<file path="src/rtl/stream_arb_pkg.sv">
// Shared types and the round-robin search used by stream_rr_arbiter.
package stream_arb_pkg;

    localparam int BEAT_DATA_W = 64;  // widest supported WIDTH
    localparam int MAX_REQ     = 16;
    localparam int SRC_W       = 4;

    typedef struct packed {
        logic [BEAT_DATA_W-1:0] data;
        logic                   last;
        logic [SRC_W-1:0]       src;
    } beat_t;

    typedef struct packed {
        logic             found;
        logic [SRC_W-1:0] idx;
    } pick_t;

    // First valid index at or after ptr, wrapping modulo n.
    function automatic pick_t rr_pick(input logic [MAX_REQ-1:0] valid,
                                      input logic [SRC_W-1:0]   ptr,
                                      input int                 n);
        pick_t          p;
        logic [SRC_W:0] j;
        p = '0;
        for (int i = 0; i < MAX_REQ; i++) begin
            j = {1'b0, ptr} + (SRC_W+1)'(i);
            if (j >= (SRC_W+1)'(n))
                j = j - (SRC_W+1)'(n);
            if (i < n && !p.found && valid[j[SRC_W-1:0]]) begin
                p.found = 1'b1;
                p.idx   = j[SRC_W-1:0];
            end
        end
        return p;
    endfunction

endpackage

</file>
<file path="src/rtl/rr_grant_rotator.sv">
// Round-robin pointer and grant/ready decode. STREAM_ARB_PKT_LOCK_EN holds
// the grant on one requester until its last beat is accepted.
module rr_grant_rotator
    import stream_arb_pkg::*;
#(
    parameter int NUM_REQ = 4,
    parameter int IDX_W   = $clog2(NUM_REQ)
) (
    input  logic               clk_i,
    input  logic               clear_i,
    input  logic [NUM_REQ-1:0] req_valid_i,
    input  logic [NUM_REQ-1:0] req_last_i,
    input  logic               accept_ok_i,
    output logic [NUM_REQ-1:0] req_ready_o,
    output logic [IDX_W-1:0]   grant_idx_o,
    output logic               accept_o
);

    logic [IDX_W-1:0] ptr_q;
    logic [IDX_W-1:0] ptr_next;
    pick_t            pick;

`ifdef STREAM_ARB_PKT_LOCK_EN
    logic             lock_q;
    logic [IDX_W-1:0] lock_idx_q;
`endif

    always_comb begin
        pick = rr_pick(MAX_REQ'(req_valid_i), SRC_W'(ptr_q), NUM_REQ);
`ifdef STREAM_ARB_PKT_LOCK_EN
        if (lock_q) begin
            pick.found = req_valid_i[lock_idx_q];
            pick.idx   = SRC_W'(lock_idx_q);
        end
`endif
        grant_idx_o = pick.idx[IDX_W-1:0];
        accept_o    = pick.found & accept_ok_i;
        req_ready_o = accept_o ? (NUM_REQ'(1) << grant_idx_o) : '0;
        ptr_next    = (grant_idx_o == IDX_W'(NUM_REQ-1)) ? '0 : grant_idx_o + IDX_W'(1);
    end

`ifdef STREAM_ARB_PKT_LOCK_EN
    always_ff @(posedge clk_i) begin
        if (clear_i) begin
            ptr_q      <= '0;
            lock_q     <= 1'b0;
            lock_idx_q <= '0;
        end else if (accept_o) begin
            if (!req_last_i[grant_idx_o]) begin
                lock_q     <= 1'b1;
                lock_idx_q <= grant_idx_o;
            end else begin
                lock_q <= 1'b0;
                ptr_q  <= ptr_next;
            end
        end
    end

    logic unused_pick;
    assign unused_pick = ^pick.idx;
`else
    always_ff @(posedge clk_i) begin
        if (clear_i)
            ptr_q <= '0;
        else if (accept_o)
            ptr_q <= ptr_next;
    end

    logic unused_pick;
    assign unused_pick = ^{pick.idx, req_last_i};
`endif

endmodule

</file>
<file path="src/rtl/stream_rr_arbiter.sv">
// Round-robin N:1 valid/ready mux with registered output plus skid entry.
// Define STREAM_ARB_PKT_LOCK_EN to keep grants for whole packets.
module stream_rr_arbiter
    import stream_arb_pkg::*;
#(
    parameter  int WIDTH   = 32,
    parameter  int NUM_REQ = 4,
    localparam int IDX_W   = $clog2(NUM_REQ)
) (
    input  logic                     clk_i,
    input  logic                     clear_i,
    input  logic [NUM_REQ-1:0]       req_valid_i,
    output logic [NUM_REQ-1:0]       req_ready_o,
    input  logic [NUM_REQ*WIDTH-1:0] req_data_i,
    input  logic [NUM_REQ-1:0]       req_last_i,
    output logic                     output_valid_o,
    input  logic                     output_ready_i,
    output logic [WIDTH-1:0]         output_data_o,
    output logic                     output_last_o,
    output logic [IDX_W-1:0]         output_src_o
);

    logic             accept_ok_q;
    logic             accept;
    logic [IDX_W-1:0] grant_idx;
    beat_t            acc_beat, out_q, skid_q;
    logic             out_vld_q, skid_vld_q;
    logic             load_out, skid_vld_d;

    rr_grant_rotator #(.NUM_REQ(NUM_REQ), .IDX_W(IDX_W)) u_rot (
        .clk_i       (clk_i),
        .clear_i     (clear_i),
        .req_valid_i (req_valid_i),
        .req_last_i  (req_last_i),
        .accept_ok_i (accept_ok_q),
        .req_ready_o (req_ready_o),
        .grant_idx_o (grant_idx),
        .accept_o    (accept)
    );

    always_comb begin
        acc_beat.data = BEAT_DATA_W'(req_data_i[grant_idx*WIDTH +: WIDTH]);
        acc_beat.last = req_last_i[grant_idx];
        acc_beat.src  = SRC_W'(grant_idx);
        load_out      = !out_vld_q || output_ready_i;
        // A full skid entry always empties into the output register first.
        skid_vld_d    = load_out ? 1'b0 : (skid_vld_q || accept);
    end

    // accept_ok tracks skid emptiness one cycle ahead, so ready never sees output_ready_i.
    always_ff @(posedge clk_i) begin
        if (clear_i) begin
            out_vld_q   <= 1'b0;
            skid_vld_q  <= 1'b0;
            accept_ok_q <= 1'b0;
            out_q       <= '0;
            skid_q      <= '0;
        end else begin
            skid_vld_q  <= skid_vld_d;
            accept_ok_q <= !skid_vld_d;
            if (load_out) begin
                if (skid_vld_q) begin
                    out_q     <= skid_q;
                    out_vld_q <= 1'b1;
                end else if (accept) begin
                    out_q     <= acc_beat;
                    out_vld_q <= 1'b1;
                end else begin
                    out_vld_q <= 1'b0;
                end
            end else if (accept) begin
                skid_q <= acc_beat;
            end
        end
    end

    assign output_valid_o = out_vld_q;
    assign output_data_o  = out_q.data[WIDTH-1:0];
    assign output_last_o  = out_q.last;
    assign output_src_o   = out_q.src[IDX_W-1:0];

    logic unused_hi;
    assign unused_hi = ^{out_q.data, out_q.src};

endmodule

</file>
<file path="config.mk">
export PLATFORM = sky130hd
export DESIGN_NAME = stream_rr_arbiter
export DESIGN_NICKNAME = d
export VERILOG_FILES = /design/src/rtl/stream_arb_pkg.sv /design/src/rtl/rr_grant_rotator.sv /design/src/rtl/stream_rr_arbiter.sv
export SDC_FILE = /design/constraint.sdc
export NUM_CORES = 1
export LEC_CHECK = 0
export ABC_AREA = 1
export BUFFER_PORTS_ARGS = -buffer_cell sky130_fd_sc_hd__buf_2
export CAP_MARGIN = 20
export CORE_AREA = 8 8 111 113
export CTS_CLUSTER_SIZE = 8
export DETAILED_ROUTE_END_ITERATION = 10
export DIE_AREA = 0 0 119 121
export HOLD_SLACK_MARGIN = 0.05
export PLACE_DENSITY = 0.77
export SLEW_MARGIN = 20
export SYNTH_ARGS = -nofsm -noshare
export SYNTH_HDL_FRONTEND = slang
export SYNTH_SLANG_ARGS = --single-unit
</file>
<file path="constraint.sdc">
create_clock -name clk_i -period 2.3 [get_ports clk_i]
set_input_delay 0.23 -clock clk_i [delete_from_list [all_inputs] [get_ports clk_i]]
set_output_delay 0.23 -clock clk_i [all_outputs]
set_load 0.005 [all_outputs]
</file>
# --- Word-level counts from Yosys, hierarchy flattened ---
# Cells that the tools add are included.
word_totals:
  reg_bits: 75
  input_bits: 139
  output_inout_bits: 40
  elab_cells: 70
classes:
  add_sub_neg: 8
  magnitude_cmp: 9
  n_eq_ne: 1
  shift: 2
  mux: 25
  bitwise: 2
  reduce_logical: 13
ops:
  columns: ["op", "count"]
  rows:
  - ["$shiftx 128x8->32", 1]
  - ["$mux 37", 2]
  - ["$lt 4x5->1 const B", 4]
  - ["$mux 4", 5]
  - ["$mux 5", 4]
  - ["$bmux 1 s4", 4]
  - ["$ge 5x3->1 const B", 3]
  - ["$sub 4x3->4 const B", 3]
  - ["$mux 1", 8]
  - ["$add 2x2->3 const B", 2]
  - ["$logic_not 1->1", 5]
  - ["$reduce_and 2->1", 2]
  - ["$shl 1x2->4 const A", 1]
  - ["$sub 2x3->4 const B", 1]
  - ["$add 2x1->3 const B", 1]
  - ["$ge 2x3->1 const B", 1]
  - ["$logic_and 1x1->1", 3]
  - ["$lt 2x3->1 const B", 1]
  - ["$add 2x1->2 const B", 1]
  - ["$bmux 1 s2", 1]
  - ["$eq 2x2->1 const B", 1]
  - ["$logic_or 1x1->1", 2]
  - ["$mux 2", 1]
  - ["$reduce_bool 2->1", 1]
  - ["2 further kinds", 2]

# --- Depth between registers and ports, before layout ---
logic_depth:
  ltp_word: 18
  depth_mapped: 18
  ltp_nobuf: 17

# --- Modules after synthesis ---
# From an unflattened synthesis, not the netlist that was laid out.
hier_totals:
  hier_cells: 670
  hier_area_um2: 4443.0
modules_own_cells:
  columns: ["module", "n_inst", "cells_each", "area_each_um2", "seq_area_each_um2"]
  rows:
  - ["stream_rr_arbiter", 1, 582, 3880.0, 1461.4]
  - ["rr_grant_rotator", 1, 88, 563.0, 40.0]

# --- Least setup slack after synthesis ---
# No wires, ideal clock.
synth_path:
  path_type: "register -> register"
  startpoint: "reg u_rot.ptr_q[0]"
  endpoint: "reg u_rot.ptr_q[1]"
  setup_time_ns: 0.125
  arrival_ns: 2.286
  required_ns: 2.175
  path_slack_ns: -0.110
  path_stages_with_launch: 15
  n_path_buf: 1
  period_less_slack_ns: 2.410
  cell_sequence: "dfxtp_1 inv_2 ha_1 inv_1 nand3_1 inv_1 nor2_1 a21oi_1 nand2_1 nand2_1 buf_2 inv_1 ha_1 o21ai_0 a21oi_1"
synth_lines:
  columns: ["element", "line", "rtl"]
  rows:
  - ["start: declaration", "rr_grant_rotator.sv:19", "logic [IDX_W-1:0] ptr_q;"]
  - ["start signal: assignment", "rr_grant_rotator.sv:66", "ptr_q <= ptr_next;"]

==> flow_metrics.py <==
metrics = {
    "run_status": {
        "status": "finished with violations",
        "violations": "setup timing",
    },
    "clocking": {
        "clk_path_buf_depth": 2,
        "hold_buffers": 0,
        "cts-root-buf": "clkbuf_8",
        "cts_sinks": 75,
        "clk_latency_ns": 0.35,
        "htree_levels": 3,
        "cts_tree": "built",
        "clkSlewWorstSetupHoldPaths_ns": 0.08,
        "numCtsBuffers": 9,
    },
    "synth": {
        "syn_area_per_cell_sq_um": 6.43,
        "syn_area_sq_um": 4680,
        "yosysSeqAreaShare_pct": 32.1,
        "syn_inst": 727,
        "ys_types": 24,
        "ys_ff_latch": 75,
        "yosysWarnings": 0,
        "syn_nets": 874,
    },
    "critical_path": {
        "path_cells": "inv_2, ha_4, inv_4, nand3_2, nand2_2, nor2_2, nand4_1, nand2_2, nand2_4, inv_4, ha_4, inv_2, nor2_1, buf_2",
        "path_buf_inv": 5,
        "setup.worst_path.start_class": "flip-flop",
        "worst_ep_required_time_ns": 2.07,
        "slowest_stage": "dfxtp_2",
        "end_kind": "output pin",
        "critical-path-top-delay-family": "simple AND/OR/NAND/NOR gates",
        "crit_type": "flip-flop to output pin",
        "r2r_setup_slack_ns": -0.16,
        "path_max_fanout": 5,
        "cp_slowest_stage_delay_ns": 0.35,
        "cp.arrival_ns": 2.29,
    },
    "power": {
        "p_per_area_nw_per_um2": 1900,
        "peakVddDrop_uv": 1150,
        "power_leakage_nw": 3.58,
        "power.total_mw": 12.9,
    },
    "sta": {
        "fin_tns_setup_ns": -5.67,
        "fin_worst_skew_ns": 0.00780,
        "setup_viol": 68,
        "fmax_ghz": 0.397,
        "rsz0062_at_grt": "yes",
        "setup_slack_ns": -0.218,
        "tightest_slew_ns": 0.567,
        "timing.final.crit_share_pct": 109,
        "fin_crit_ns": 2.52,
        "slew_headroom_pct": 62.2,
        "slew_viol_final": 0,
        "hold_violations": 0,
    },
    "routing": {
        "drt_iter0_drc": 340,
        "via_per_inst": 5.40,
        "via_count": 5678,
        "routed_wirelength_um": 17800,
        "wire_per_inst_um": 16.9,
        "drcViolationCount": 0,
        "ant_nets": 0,
        "first_pass_iters": 5,
    },
    "floorplanning": {
        "rows": 38,
        "initial_utilization_pct": 44.1,
        "die_area_sq_um": 14400,
        "die-height_um": 121,
        "ios": 179,
        "core_area_sq_um": 10600,
        "die_x_um": 119,
    },
    "place": {
        "dpl.hpwl_um": 10900,
        "gp_congestion": 0.868,
        "io_buffers": 178,
        "pre_cts_ws_ns": 0.0136,
        "dp.cells": 1019,
    },
    "global_route": {
        "grt_max_degree": 67,
        "grt_util_met1_pct": 25.5,
        "grt_pass1_wl_um": 25000,
        "grt_usage_pct": 20.8,
        "use_met2_pct": 34.2,
        "use_met3_pct": 5.12,
        "grt_pass1_vias": 5246,
        "busiest_layer": "met2",
        "antenna_found_initial": 0,
        "grt.overflow.total": 0,
    },
    "final_layout": {
        "drive_gt1_share_pct": 41.4,
        "regArea_sq_um": 1500,
        "multi_input_area_sq_um": 3200,
        "fin_util_pct": 64.1,
        "final_cell_mix": "178 x buf_2, 167 x nand2_1, 95 x nand3_1",
        "final_nets": 1055,
        "layout_commonest_cell": "buf_2",
        "area_growth_pct": 45.3,
        "fill_cells": 953,
        "diodes": 0,
        "final_cells": 1052,
    },
    "hold_path": {
        "holdCritPathClass": "primary input to flip-flop",
    },
    "job": {
        "maxCapViolations": 0,
    },
}
metrics by stage:
step | instance area (sq um) | hold WS (ns)
6_report | 6790 | 0.115
5_1_grt | 6790 | 0.0917
4_1_cts | 6070 | 0.0968
3_5_place_dp | 5720 | 0.479
3_3_place_gp | 5720 | 0.476
2_1_floorplan | 4680 | 0.299
area by class of cell:
class                      count  area share, %
clock buffer                   9           1.82
tap                          140           2.58
timing repair buffer         225           21.8
multi-input combinational    546           47.2
sequential                    75           22.1
inverter                      51           2.97
clock inverter                 6           1.55
metal layers:
metal | vias up | part of all wire, %
met5 | - | 0
met4 | 0 | 1.8
met3 | 28 | 7.3
met2 | 245 | 49
met1 | 2618 | 42
li1 | 2787 | -
registers in the layout (all words and copies together) (netlist names):
| register | flops |
|---|---|
| output_data_o | 32 |
| output_src_o | 2 |
| u_rot.ptr_q | 2 |
| accept_ok_q | 1 |
| skid_vld_q | 1 |
| output_valid_o | 1 |
| output_last_o | 1 |
| skid_q | 35 |
synth_stat cells:
cell	instances	area share, %
nor3_4	1	0.35
o21a_1	33	5.3
nand3_2	1	0.21
buf_6	8	1.9
nand4_1	2	0.27
ha_1	8	2.1
a21oi_1	76	8.1
nand2_1	193	15
o21ai_0	38	4.1
inv_2	4	0.32
nand2_2	7	0.94
dfxtp_1	75	32
nand3_1	172	18
buf_2	21	2.2
a21oi_4	1	0.35
buf_4	7	1.1
inv_1	45	3.6
nor2_1	10	0.80
buf_1	3	0.24
clkinv_1	2	0.16
nor2_2	1	0.13
clkbuf_1	16	1.3
o21ai_1	2	0.21
a211oi_1	1	0.16
report_power, final:
| group | switching [mW] | internal [mW] |
|---|---|---|
| clock | 0.503 | 0.709 |
| combinational | 5.74 | 4.06 |
| sequential | 0.190 | 1.68 |
| total | 6.43 | 6.45 |
final timing paths:
path                        from           endpoint  cells after the start
setup reg to reg  u_rot.ptr_q[0]         skid_q[31]                     18
setup / recovery  u_rot.ptr_q[0]     req_ready_o[1]                     14
hold reg to reg       skid_q[33]  output_data_o[28]                      2
hold / removal           clear_i     u_rot.ptr_q[0]                      2
logic make-up after synthesis:
group,count (synthesis),share of synthesized area (%)
and+or+nand+nor,387,36.6
AOI/OAI and AO/OA,151,18.2
buffers and inverters,106,10.9
DFF,75,32.1
adders and majority gates,8,2.14
repair_timing:
action                     in CTS  in global routing
pin swaps                      10                 44
gates resized for setup        17                125
setup buffers                   7                  5
setup endpoints to repair       4                 69
gates cloned                    0                  7
Note: power is estimated with default switching activity, not from simulation.
